--- src/rtl/decode_stage.sv ---
// RV32 decode stage: one output register holding the control word; 1-cycle accept-to-valid latency.
// Backpressure: the word holds while out_ready=0; in_ready also drops for load-use hazards, mul/div busy and flush.
module decode_stage #(
    parameter int M_EXT  = 0,
    parameter int MD_LAT = 32
) (
    input  logic        clk,
    input  logic        rst_n,
    input  logic        flush,
    input  logic        in_valid,
    output logic        in_ready,
    input  logic [31:0] instr,
    output logic        out_valid,
    input  logic        out_ready,
    output logic        Type_alu,
    output logic [2:0]  Type_dm,
    output logic [2:0]  salida_funct3,
    output logic        store,
    output logic        controlALU,
    output logic        controlOp1,
    output logic [1:0]  controlRF,
    output logic        we,
    output logic [2:0]  funct_imm,
    output logic [4:0]  BrOp,
    output logic        is_md,
    output logic [2:0]  md_op,
    output logic        illegal,
    output logic [4:0]  rd,
    output logic [4:0]  rs1,
    output logic [4:0]  rs2
);

    localparam logic [6:0] OP_R      = 7'b0110011;
    localparam logic [6:0] OP_IALU   = 7'b0010011;
    localparam logic [6:0] OP_LOAD   = 7'b0000011;
    localparam logic [6:0] OP_STORE  = 7'b0100011;
    localparam logic [6:0] OP_BRANCH = 7'b1100011;
    localparam logic [6:0] OP_LUI    = 7'b0110111;
    localparam logic [6:0] OP_AUIPC  = 7'b0010111;
    localparam logic [6:0] OP_JAL    = 7'b1101111;
    localparam logic [6:0] OP_JALR   = 7'b1100111;
    localparam logic [6:0] OP_SYSTEM = 7'b1110011;
    localparam logic [7:0] MD_INIT   = 8'(MD_LAT - 1);

    logic [6:0] w_op;
    logic [2:0] w_f3;
    logic [6:0] w_f7;
    assign w_op = instr[6:0];
    assign w_f3 = instr[14:12];
    assign w_f7 = instr[31:25];

    logic       w_type_alu;
    logic [2:0] w_type_dm;
    logic [2:0] w_sal_f3;
    logic       w_store;
    logic       w_ctrl_alu;
    logic       w_ctrl_op1;
    logic [1:0] w_ctrl_rf;
    logic       w_we;
    logic [2:0] w_funct_imm;
    logic [4:0] w_brop;
    logic       w_is_md;
    logic [2:0] w_md_op;
    logic       w_illegal;
    logic       w_is_load;
    logic       w_uses_rs2;

    always_comb begin
        w_type_alu  = 1'b0;
        w_type_dm   = 3'b000;
        w_sal_f3    = 3'b000;
        w_store     = 1'b0;
        w_ctrl_alu  = 1'b0;
        w_ctrl_op1  = 1'b0;
        w_ctrl_rf   = 2'b00;
        w_we        = 1'b0;
        w_funct_imm = 3'b000;
        w_brop      = 5'b00000;
        w_is_md     = 1'b0;
        w_md_op     = 3'b000;
        w_illegal   = 1'b0;
        w_is_load   = 1'b0;

        case (w_op)
            OP_R: begin
                w_we      = 1'b1;
                w_ctrl_rf = 2'b01;
                if (w_f7 == 7'b0100000) begin
                    // only sub and sra exist with the alternate funct7
                    if (w_f3 == 3'b000) begin
                        w_type_alu = 1'b1;
                        w_sal_f3   = 3'b000;
                    end else if (w_f3 == 3'b101) begin
                        w_type_alu = 1'b1;
                        w_sal_f3   = 3'b001;
                    end else begin
                        w_illegal = 1'b1;
                    end
                end else if (w_f7 == 7'b0000000) begin
                    if (w_f3 == 3'b011) begin
                        w_type_alu = 1'b1;
                        w_sal_f3   = 3'b010;
                    end else begin
                        w_sal_f3 = w_f3;
                    end
                end else if (w_f7 == 7'b0000001 && M_EXT != 0) begin
                    w_is_md = 1'b1;
                    w_md_op = w_f3;
                end else begin
                    w_illegal = 1'b1;
                end
            end
            OP_IALU: begin
                w_ctrl_alu = 1'b1;
                w_we       = 1'b1;
                w_ctrl_rf  = 2'b01;
                if (w_f3 == 3'b011) begin
                    w_type_alu = 1'b1;
                    w_sal_f3   = 3'b010;
                end else if (w_f3 == 3'b101 && instr[30]) begin
                    w_type_alu = 1'b1;
                    w_sal_f3   = 3'b001;
                end else begin
                    w_sal_f3 = w_f3;
                end
            end
            OP_LOAD: begin
                w_we       = 1'b1;
                w_ctrl_alu = 1'b1;
                w_is_load  = 1'b1;
                case (w_f3)
                    3'b000:  w_type_dm = 3'b000;
                    3'b001:  w_type_dm = 3'b001;
                    3'b010:  w_type_dm = 3'b010;
                    3'b100:  w_type_dm = 3'b011;
                    3'b101:  w_type_dm = 3'b100;
                    default: w_illegal = 1'b1;
                endcase
            end
            OP_STORE: begin
                w_store     = 1'b1;
                w_ctrl_alu  = 1'b1;
                w_funct_imm = 3'b001;
                w_type_dm   = w_f3;
                if (w_f3 > 3'b010) begin
                    w_illegal = 1'b1;
                end
            end
            OP_BRANCH: begin
                w_ctrl_alu  = 1'b1;
                w_ctrl_op1  = 1'b1;
                w_funct_imm = 3'b010;
                w_brop      = {2'b01, w_f3};
                if (w_f3 == 3'b010 || w_f3 == 3'b011) begin
                    w_illegal = 1'b1;
                end
            end
            OP_LUI, OP_AUIPC: begin
                w_we        = 1'b1;
                w_ctrl_rf   = 2'b10;
                w_funct_imm = 3'b011;
                w_ctrl_op1  = (w_op == OP_AUIPC);
            end
            OP_JAL, OP_JALR: begin
                w_we        = 1'b1;
                w_ctrl_rf   = 2'b11;
                w_ctrl_alu  = 1'b1;
                w_brop      = 5'b11111;
                w_ctrl_op1  = (w_op == OP_JAL);
                w_funct_imm = (w_op == OP_JAL) ? 3'b100 : 3'b000;
            end
            OP_SYSTEM: begin
            end
            default: w_illegal = 1'b1;
        endcase

        // an illegal word carries nothing but the flag, so it can never write or branch
        if (w_illegal) begin
            w_type_alu  = 1'b0;
            w_type_dm   = 3'b000;
            w_sal_f3    = 3'b000;
            w_store     = 1'b0;
            w_ctrl_alu  = 1'b0;
            w_ctrl_op1  = 1'b0;
            w_ctrl_rf   = 2'b00;
            w_we        = 1'b0;
            w_funct_imm = 3'b000;
            w_brop      = 5'b00000;
            w_is_md     = 1'b0;
            w_md_op     = 3'b000;
            w_is_load   = 1'b0;
        end
    end

    assign w_uses_rs2 = (w_op == OP_R) || (w_op == OP_STORE) || (w_op == OP_BRANCH);

    logic       r_out_valid;
    logic       r_is_load;
    logic [7:0] r_cnt;
    logic       r_type_alu;
    logic [2:0] r_type_dm;
    logic [2:0] r_sal_f3;
    logic       r_store;
    logic       r_ctrl_alu;
    logic       r_ctrl_op1;
    logic [1:0] r_ctrl_rf;
    logic       r_we;
    logic [2:0] r_funct_imm;
    logic [4:0] r_brop;
    logic       r_is_md;
    logic [2:0] r_md_op;
    logic       r_illegal;
    logic [4:0] r_rd;
    logic [4:0] r_rs1;
    logic [4:0] r_rs2;

    logic w_hazard;
    logic w_accept;

    assign w_hazard = r_out_valid && r_is_load && (r_rd != 5'd0) &&
                      ((r_rd == instr[19:15]) || (w_uses_rs2 && (r_rd == instr[24:20])));
    assign in_ready = (!r_out_valid || out_ready) && !w_hazard && (r_cnt == 8'd0) && !flush;
    assign w_accept = in_valid && in_ready;

    always_ff @(posedge clk or negedge rst_n) begin
        if (!rst_n) begin
            r_out_valid <= 1'b0;
            r_is_load   <= 1'b0;
            r_cnt       <= 8'd0;
            r_type_alu  <= 1'b0;
            r_type_dm   <= 3'b000;
            r_sal_f3    <= 3'b000;
            r_store     <= 1'b0;
            r_ctrl_alu  <= 1'b0;
            r_ctrl_op1  <= 1'b0;
            r_ctrl_rf   <= 2'b00;
            r_we        <= 1'b0;
            r_funct_imm <= 3'b000;
            r_brop      <= 5'b00000;
            r_is_md     <= 1'b0;
            r_md_op     <= 3'b000;
            r_illegal   <= 1'b0;
            r_rd        <= 5'd0;
            r_rs1       <= 5'd0;
            r_rs2       <= 5'd0;
        end else if (flush) begin
            r_out_valid <= 1'b0;
            r_cnt       <= 8'd0;
        end else begin
            if (w_accept) begin
                r_out_valid <= 1'b1;
                r_is_load   <= w_is_load;
                r_type_alu  <= w_type_alu;
                r_type_dm   <= w_type_dm;
                r_sal_f3    <= w_sal_f3;
                r_store     <= w_store;
                r_ctrl_alu  <= w_ctrl_alu;
                r_ctrl_op1  <= w_ctrl_op1;
                r_ctrl_rf   <= w_ctrl_rf;
                r_we        <= w_we;
                r_funct_imm <= w_funct_imm;
                r_brop      <= w_brop;
                r_is_md     <= w_is_md;
                r_md_op     <= w_md_op;
                r_illegal   <= w_illegal;
                r_rd        <= instr[11:7];
                r_rs1       <= instr[19:15];
                r_rs2       <= instr[24:20];
            end else if (r_out_valid && out_ready) begin
                r_out_valid <= 1'b0;
            end

            if (w_accept && w_is_md) begin
                r_cnt <= MD_INIT;
            end else if (r_cnt != 8'd0) begin
                r_cnt <= r_cnt - 8'd1;
            end
        end
    end

    assign out_valid     = r_out_valid;
    assign Type_alu      = r_type_alu;
    assign Type_dm       = r_type_dm;
    assign salida_funct3 = r_sal_f3;
    assign store         = r_store;
    assign controlALU    = r_ctrl_alu;
    assign controlOp1    = r_ctrl_op1;
    assign controlRF     = r_ctrl_rf;
    assign we            = r_we;
    assign funct_imm     = r_funct_imm;
    assign BrOp          = r_brop;
    assign is_md         = r_is_md;
    assign md_op         = r_md_op;
    assign illegal       = r_illegal;
    assign rd            = r_rd;
    assign rs1           = r_rs1;
    assign rs2           = r_rs2;

endmodule

--- config.mk ---
export PLATFORM = sky130hd
export DESIGN_NAME = decode_stage
export DESIGN_NICKNAME = d
export VERILOG_FILES = /design/src/rtl/decode_stage.sv
export SDC_FILE = /design/constraint.sdc
export NUM_CORES = 1
export LEC_CHECK = 0
export ABC_AREA = 0
export BUFFER_PORTS_ARGS = -buffer_cell sky130_fd_sc_hd__buf_2
export CAP_MARGIN = 30
export CORE_ASPECT_RATIO = 0.8
export CORE_UTILIZATION = 56
export DETAILED_ROUTE_END_ITERATION = 8
export PLACE_DENSITY = 0.85
export SETUP_SLACK_MARGIN = 0.3
export SKIP_CTS_REPAIR_TIMING = 1
export SLEW_MARGIN = 20
export SYNTH_ARGS = -nofsm -noshare
export SYNTH_HDL_FRONTEND = slang
export SYNTH_SLANG_ARGS = --single-unit
--- constraint.sdc ---
create_clock -name clk -period 5.9 [get_ports clk]
set_input_delay 1.475 -clock clk [delete_from_list [all_inputs] [get_ports clk]]
set_output_delay 1.475 -clock clk [all_outputs]
set_load 0.01 [all_outputs]
==> out/qor.yml, run 1 <==
status:
  outcome: "finished clean"
worst_setup_path:
  startpoint_type: "input pin"
  reg2reg_depth: 7
  crit_type: "in2out"
  r2r-end: "Type_dm[2]$_DFFE_PN0P_"
  crit_path_frequent_cell: "buf_2"
  crit_path_max_fanout: 19
  reg2reg_from: "r_cnt[0]$_DFFE_PN0P_"
  arrival_ns: 2.71
  crit_slowest_cell: "buf_4"
  r2r_slack_ns: 3.13
  cpPeakStageDelay_ns: 0.21
  crit_required_ns: 4.43
  path_cells: "buf_2 > nand4bb_1 > buf_4 > nor3_1 > a22oi_1 > o21a_1 > buf_2"
  cp-end-kind: "output port"
global_routing:
  grt_pass1_wl_mm: 9.749
  grt_start_max_net_pins: 40
  grt-ovfl-total: 0
  first_global_vias: 2051
  track_usage: 0.2404
  antenna_found_initial: 0
finish:
  multi_input_area_um2: 1356
  n_fill_cell: 386
  nets: 373
  final_cells: 396
  antenna_cells: 0
  final_common_cell: "buf_2"
  synthToLayoutAreaGrowth_pct: 16.00
  seqCellArea_um2: 1176
  final_cell_mix: "buf_2 (75), dfrtp_1 (47), inv_1 (24)"
  drive_above_1_share: 0.3423
timing:
  setup_viol_count_final: 0
  finClkSkew_ns: 0.01248
  slew_viol_final: 0
  min_period_ns: 4.184
  final.setup.tns_ns: 0
  setup_slack_ns: 1.716
  worst_pin_slew_ns: 0.5989
  timing.final.crit_share: 0.7091
  fmax_mhz: 239.0
  rsz0062_at_grt: "no"
  slew_headroom: 0.6007
  hold_viol_final: 0
synthesis:
  synth-warning-count: 0
  ys.flop_type: "dfrtp_1"
  ys_ff_latch: 47
  yosysSeqAreaShare: 0.4250
  netlist_area_um2: 2768
  synth-edff-count: 0
  synth-async-reset-ratio: 1.000
  synth_cells: 267
  synth.avg_cell_area_um2: 10.37
  netlist-cell-type-count: 60
power:
  power.density_nw_per_um2: 398.8
  p_leak_nw: 1.513
  p_sw_w: 0.0004721
  p_comb_frac: 0.420
  clockPowerShare: 0.157
  pwr-share-seq: 0.423
  ir_worst_vdd_mv: 0.2756
  swShare: 0.3688
  p_int_w: 0.0008081
die:
  dieHeight_um: 64.88
  row_count: 22
  die_w_um: 80.60
  core_area_um2: 4679
  pin_count: 80
  die_area_um2: 5229
  initial_core_util: 0.5914
route:
  vias: 2244
  ant_nets: 0
  routedWlPerCell_um: 14.91
  routed_via_density: 5.667
  route.detailed.drc: 0
  drt_iter0_markers: 149
  wl_mm: 5.903
  firstDrtPassIters: 4
place:
  io_buffers: 75
  post-place-cells: 387
  dp_slack_ns: 1.725
  dp_hpwl_mm: 4.422
  gp_congestion: 0.9077
clocking:
  clk_pin_slew_ns: 0.08
  cts_made_buffers: 5
  clock_path_buffers: 2
  cts.htree.levels: 2
  clockRootBuffer: "clkbuf_8"
  cts_tree: "built"
  clk_latency_ns: 0.29
  clock_sinks: 47
worst_hold_path:
  hold_path_end: "salida_funct3[2]$_DFFE_PN0P_"
  hold_start: "salida_funct3[2]$_DFFE_PN0P_"
  whs_path_depth: 1
  worst_hold_path_type: "reg2reg"
run:
  max_cap_viol_count: 0
[state kept, by name (all words and copies together), names as in the netlist, 2 cells and up]
name and cells:
r_cnt 8, BrOp 5, rd 5, rs1 5, rs2 5, Type_dm 3
funct_imm 3, salida_funct3 3, controlRF 2
[synth_stat cells, types with 3 or more instances]
cell type	count	area, um^2
xnor2_1	4	35.03
and3_1	3	18.77
mux2i_1	16	160.2
nor4_1	5	31.28
xor2_1	13	113.9
nor3_1	6	30.03
a21oi_1	8	40.04
o211ai_1	8	60.06
nand2b_1	3	18.77
nor2b_1	3	18.77
clkbuf_1	9	33.78
o21ai_0	6	30.03
o2111ai_1	3	26.28
buf_2	3	15.01
buf_4	4	30.03
inv_1	24	90.09
nor2_1	17	63.81
nand2_1	11	41.29
dfrtp_1	47	1176
o221ai_1	4	35.03
mux2_2	20	225.2
nand3_1	3	15.01
[cell families (layout without fill, tap and decap cells)]
group,Yosys count,after routing,synth area share
and+or+nand+nor,67,67,0.1411
xor gates and xnor gates,17,17,0.05380
buffers and inverters,45,111,0.08906
muxes,38,38,0.1474
adders and majority gates,1,1,0.004520
AOI/OAI and AO/OA,51,51,0.1379
other,1,4,0.001355
DFF,47,47,0.4250
[area by class of cell]
type	count	share of cell area
multi-input cells	178	0.4224
flip-flops and latches	47	0.3663
repair buffers	79	0.1302
inverters	24	0.02806
clock buffers	7	0.02689
well taps	60	0.02338
clock inverters	1	0.002728
[worst max-delay path: cells and delay by family]
family	cells	cell delay (ns)
and+or+nand+nor	2	0.39
AOI/OAI and AO/OA	2	0.34
buffers and inverters	3	0.49
[power by group through the flow]
stage / Combinational, W / Clock (W) / Sequential, W
after floorplan: 0.000326 / 0 / 0.000586
after detailed placement: 0.000537 / 0 / 0.000548
after CTS: 0.000541 / 0.000206 / 0.000543
after global routing: 0.000594 / 0.000220 / 0.000560
after global placement: 0.000519 / 0 / 0.000542
final: 0.000538 / 0.000201 / 0.000542
[worst max path at each step]
stage / from / endpoint / slack (ns) / cells after the start
2_1_floorplan: instr[6] / in_ready / 1.98 / 5
3_3_place_gp: instr[2] / in_ready / 1.75 / 7
3_5_place_dp: instr[2] / in_ready / 1.72 / 7
4_1_cts: instr[2] / in_ready / 1.72 / 7
5_1_grt: instr[5] / in_ready / 1.68 / 6
6_report: instr[2] / in_ready / 1.72 / 7
[through the flow]
| step | hold slack (ns) | total power (W) | instance area, um^2 | util |
|---|---|---|---|---|
| global route | 0.5229 | 0.001374 | 3211 | 0.6861 |
| finish | 0.5017 | 0.001280 | 3211 | 0.6861 |
| detailed placement | 0.4835 | 0.001085 | 3108 | 0.6642 |
| CTS | 0.5031 | 0.001290 | 3203 | 0.6845 |
| global placement | 0.4725 | 0.001061 | 3080 | 0.6583 |
| floorplan | 0.4946 | 0.0009118 | 2779 | - |
[layer usage]
metal,track usage,share of wire,up-vias
met1,0.3436,0.47,1079
li1,-,-,1080
met2,0.3739,0.46,81
met4,0.05357,0.0064,0
met3,0.05070,0.065,4
met5,0,0,-
No activity file was read; power rests on OpenSTA's default activity.
==> run 2: changes to the inputs <==
--- a/config.mk
+++ b/config.mk
@@ -9,9 +9,9 @@
 export BUFFER_PORTS_ARGS = -buffer_cell sky130_fd_sc_hd__buf_2
 export CAP_MARGIN = 30
 export CORE_ASPECT_RATIO = 0.8
-export CORE_UTILIZATION = 56
+export CORE_UTILIZATION = 47
 export DETAILED_ROUTE_END_ITERATION = 8
-export PLACE_DENSITY = 0.85
+export PLACE_DENSITY = 0.76
 export SETUP_SLACK_MARGIN = 0.3
 export SKIP_CTS_REPAIR_TIMING = 1
 export SLEW_MARGIN = 20
==> constraint.sdc (replaced) <==
create_clock -name clk -period 3.4 [get_ports clk]
set_input_delay 0.85 -clock clk [delete_from_list [all_inputs] [get_ports clk]]
set_output_delay 0.85 -clock clk [all_outputs]
set_load 0.01 [all_outputs]
==> run 2 against run 1 <==
Flip-flop and latch count did not move. Cell count is 4.5% higher. Die area increased by 19%. Clock power increased by 110%. Non-clock buffer count unchanged. Setup slack lost 1.3 ns. First-iteration DRC count up 70%. Clock skew decreased by 0.0051 ns. Combinational power grew 77%. Critical path depth unchanged.
==> out/qor.yml, run 2 (synthesis gave the netlist of run 1 again) <==
finish:
  drive_above_1_share: 0.3482
  n_fill_cell: 505
  regMostFlops: "r_cnt"
  synthToLayoutAreaGrowth_pct: 18.26
  antenna_cells: 0
  final_cells: 414
  final_common_cell: "buf_2"
  nets: 373
  postLayoutCellArea_um2: 3273
  final_cell_mix: "buf_2 (75), dfrtp_1 (47), inv_1 (24)"
  largest_register_ffs: 8
timing:
  slew_viol_final: 0
  worst_pin_slew_ns: 0.6276
  fmax_mhz: 331.8
  slew_headroom: 0.5797
  setup_viol_count_final: 0
  hold_viol_final: 0
  rsz0062_at_grt: "no"
  setup_slack_ns: 0.3861
  final.setup.tns_ns: 0
  timing.final.crit_share: 0.8864
  min_period_ns: 3.014
  finClkSkew_ns: 0.007361
route:
  drt_iter0_markers: 253
  ant_nets: 0
  firstDrtPassIters: 4
  vias: 2198
  routed_via_density: 5.309
  routedWlPerCell_um: 14.64
  wl_mm: 6.059
  route.detailed.drc: 0
power:
  clockPowerShare: 0.184
  power.density_nw_per_um2: 706.4
  p_comb_frac: 0.411
  pwr-share-seq: 0.405
  p_leak_nw: 1.525
  ir_worst_vdd_mv: 0.3871
  p_int_w: 0.001474
  swShare: 0.3624
  p_sw_w: 0.0008379
worst_setup_path:
  cpPeakStageDelay_ns: 0.47
  crit_family: "simple AND/OR/NAND/NOR gates"
  cp-end-kind: "output port"
  critPathBufInv: 2
  crit_required_ns: 2.55
  arrival_ns: 2.16
  crit_path_max_fanout: 4
  crit_type: "reg2out"
  path_cells: "inv_1 > ha_4 > or4b_4 > nand2b_4 > nor3b_4 > o21a_1 > buf_2"
  startpoint_type: "register"
  crit_slowest_cell: "or4b_4"
clocking:
  clk_pin_slew_ns: 0.09
  clock_sinks: 47
  clk_latency_ns: 0.30
  cts_made_buffers: 5
  cts_tree: "built"
  clock_path_buffers: 2
  cts.htree.levels: 2
  clockRootBuffer: "clkbuf_8"
global_routing:
  track_usage: 0.2067
  grt_start_max_net_pins: 40
  grt_pass1_wl_mm: 9.956
  first_global_vias: 2030
  antenna_found_initial: 0
  grt-ovfl-total: 0
die:
  initial_core_util: 0.4982
  dieHeight_um: 70.64
  die_w_um: 87.80
  row_count: 24
  pin_count: 80
  die_area_um2: 6201
  core_area_um2: 5555
worst_hold_path:
  worst_hold_path_type: "in2async"
status:
  outcome: "finished clean"
place:
  dp_hpwl_mm: 4.454
  gp_congestion: 0.9394
  post-place-cells: 406
  placed_area_um2: 3138
  dp_slack_ns: 0.4920
  io_buffers: 75
run:
  max_cap_viol_count: 0
-- run 2: metrics by stage --
stage               hold slack (ns)  total power, W    util
CTS                          0.4962        0.002308  0.5858
global placement             0.4663        0.001846  0.5599
floorplan                    0.4946        0.001582       -
detailed placement           0.4745        0.001875  0.5649
global route                 0.5108        0.002491  0.5892
finish                       0.4894        0.002312  0.5892
-- run 2: power by group through the flow --
stage                     clock [W]  sequential, W  combinational (W)
after floorplan                   0        0.00102           0.000566
after global placement            0       0.000940           0.000906
after detailed placement          0       0.000947           0.000928
after CTS                  0.000436       0.000937           0.000935
after global routing       0.000461       0.000970            0.00106
final                      0.000425       0.000936           0.000951
-- run 2: routing by layer --
layer  vias to the layer above  global-route usage  routed length (um)
met5                         -                   0                   0
met4                         0             0.05464                  29
met3                         2             0.05134                 499
met2                        83              0.2765                2575
met1                      1027              0.3273                2955
li1                       1086                   -                   -
-- run 2: layout make-up --
type                            instances  area, um^2  area share
Clock inverter                          3       47.55     0.01453
Tap cell                               78       97.59     0.02982
Multi-Input combinational cell        178        1375      0.4201
Clock buffer                            5       68.82     0.02102
Inverter                               24       90.09     0.02752
Timing Repair Buffer                   79       417.9      0.1277
Sequential cell                        47        1176      0.3593
-- run 2: worst paths after layout --
path,from,to,slack [ns],cells after the start
max,r_cnt[0]$_DFFE_PN0P_,in_ready,0.39,7
min,rst_n,Type_alu$_DFFE_PN0P_,0.49,1
max reg2reg,r_cnt[0]$_DFFE_PN0P_,Type_dm[2]$_DFFE_PN0P_,0.69,7
min reg2reg,salida_funct3[2]$_DFFE_PN0P_,salida_funct3[2]$_DFFE_PN0P_,0.49,1
max in group asynchronous,rst_n,rs2[0]$_DFFE_PN0P_,2.39,2
min in group clk,salida_funct3[2]$_DFFE_PN0P_,salida_funct3[2]$_DFFE_PN0P_,0.49,1
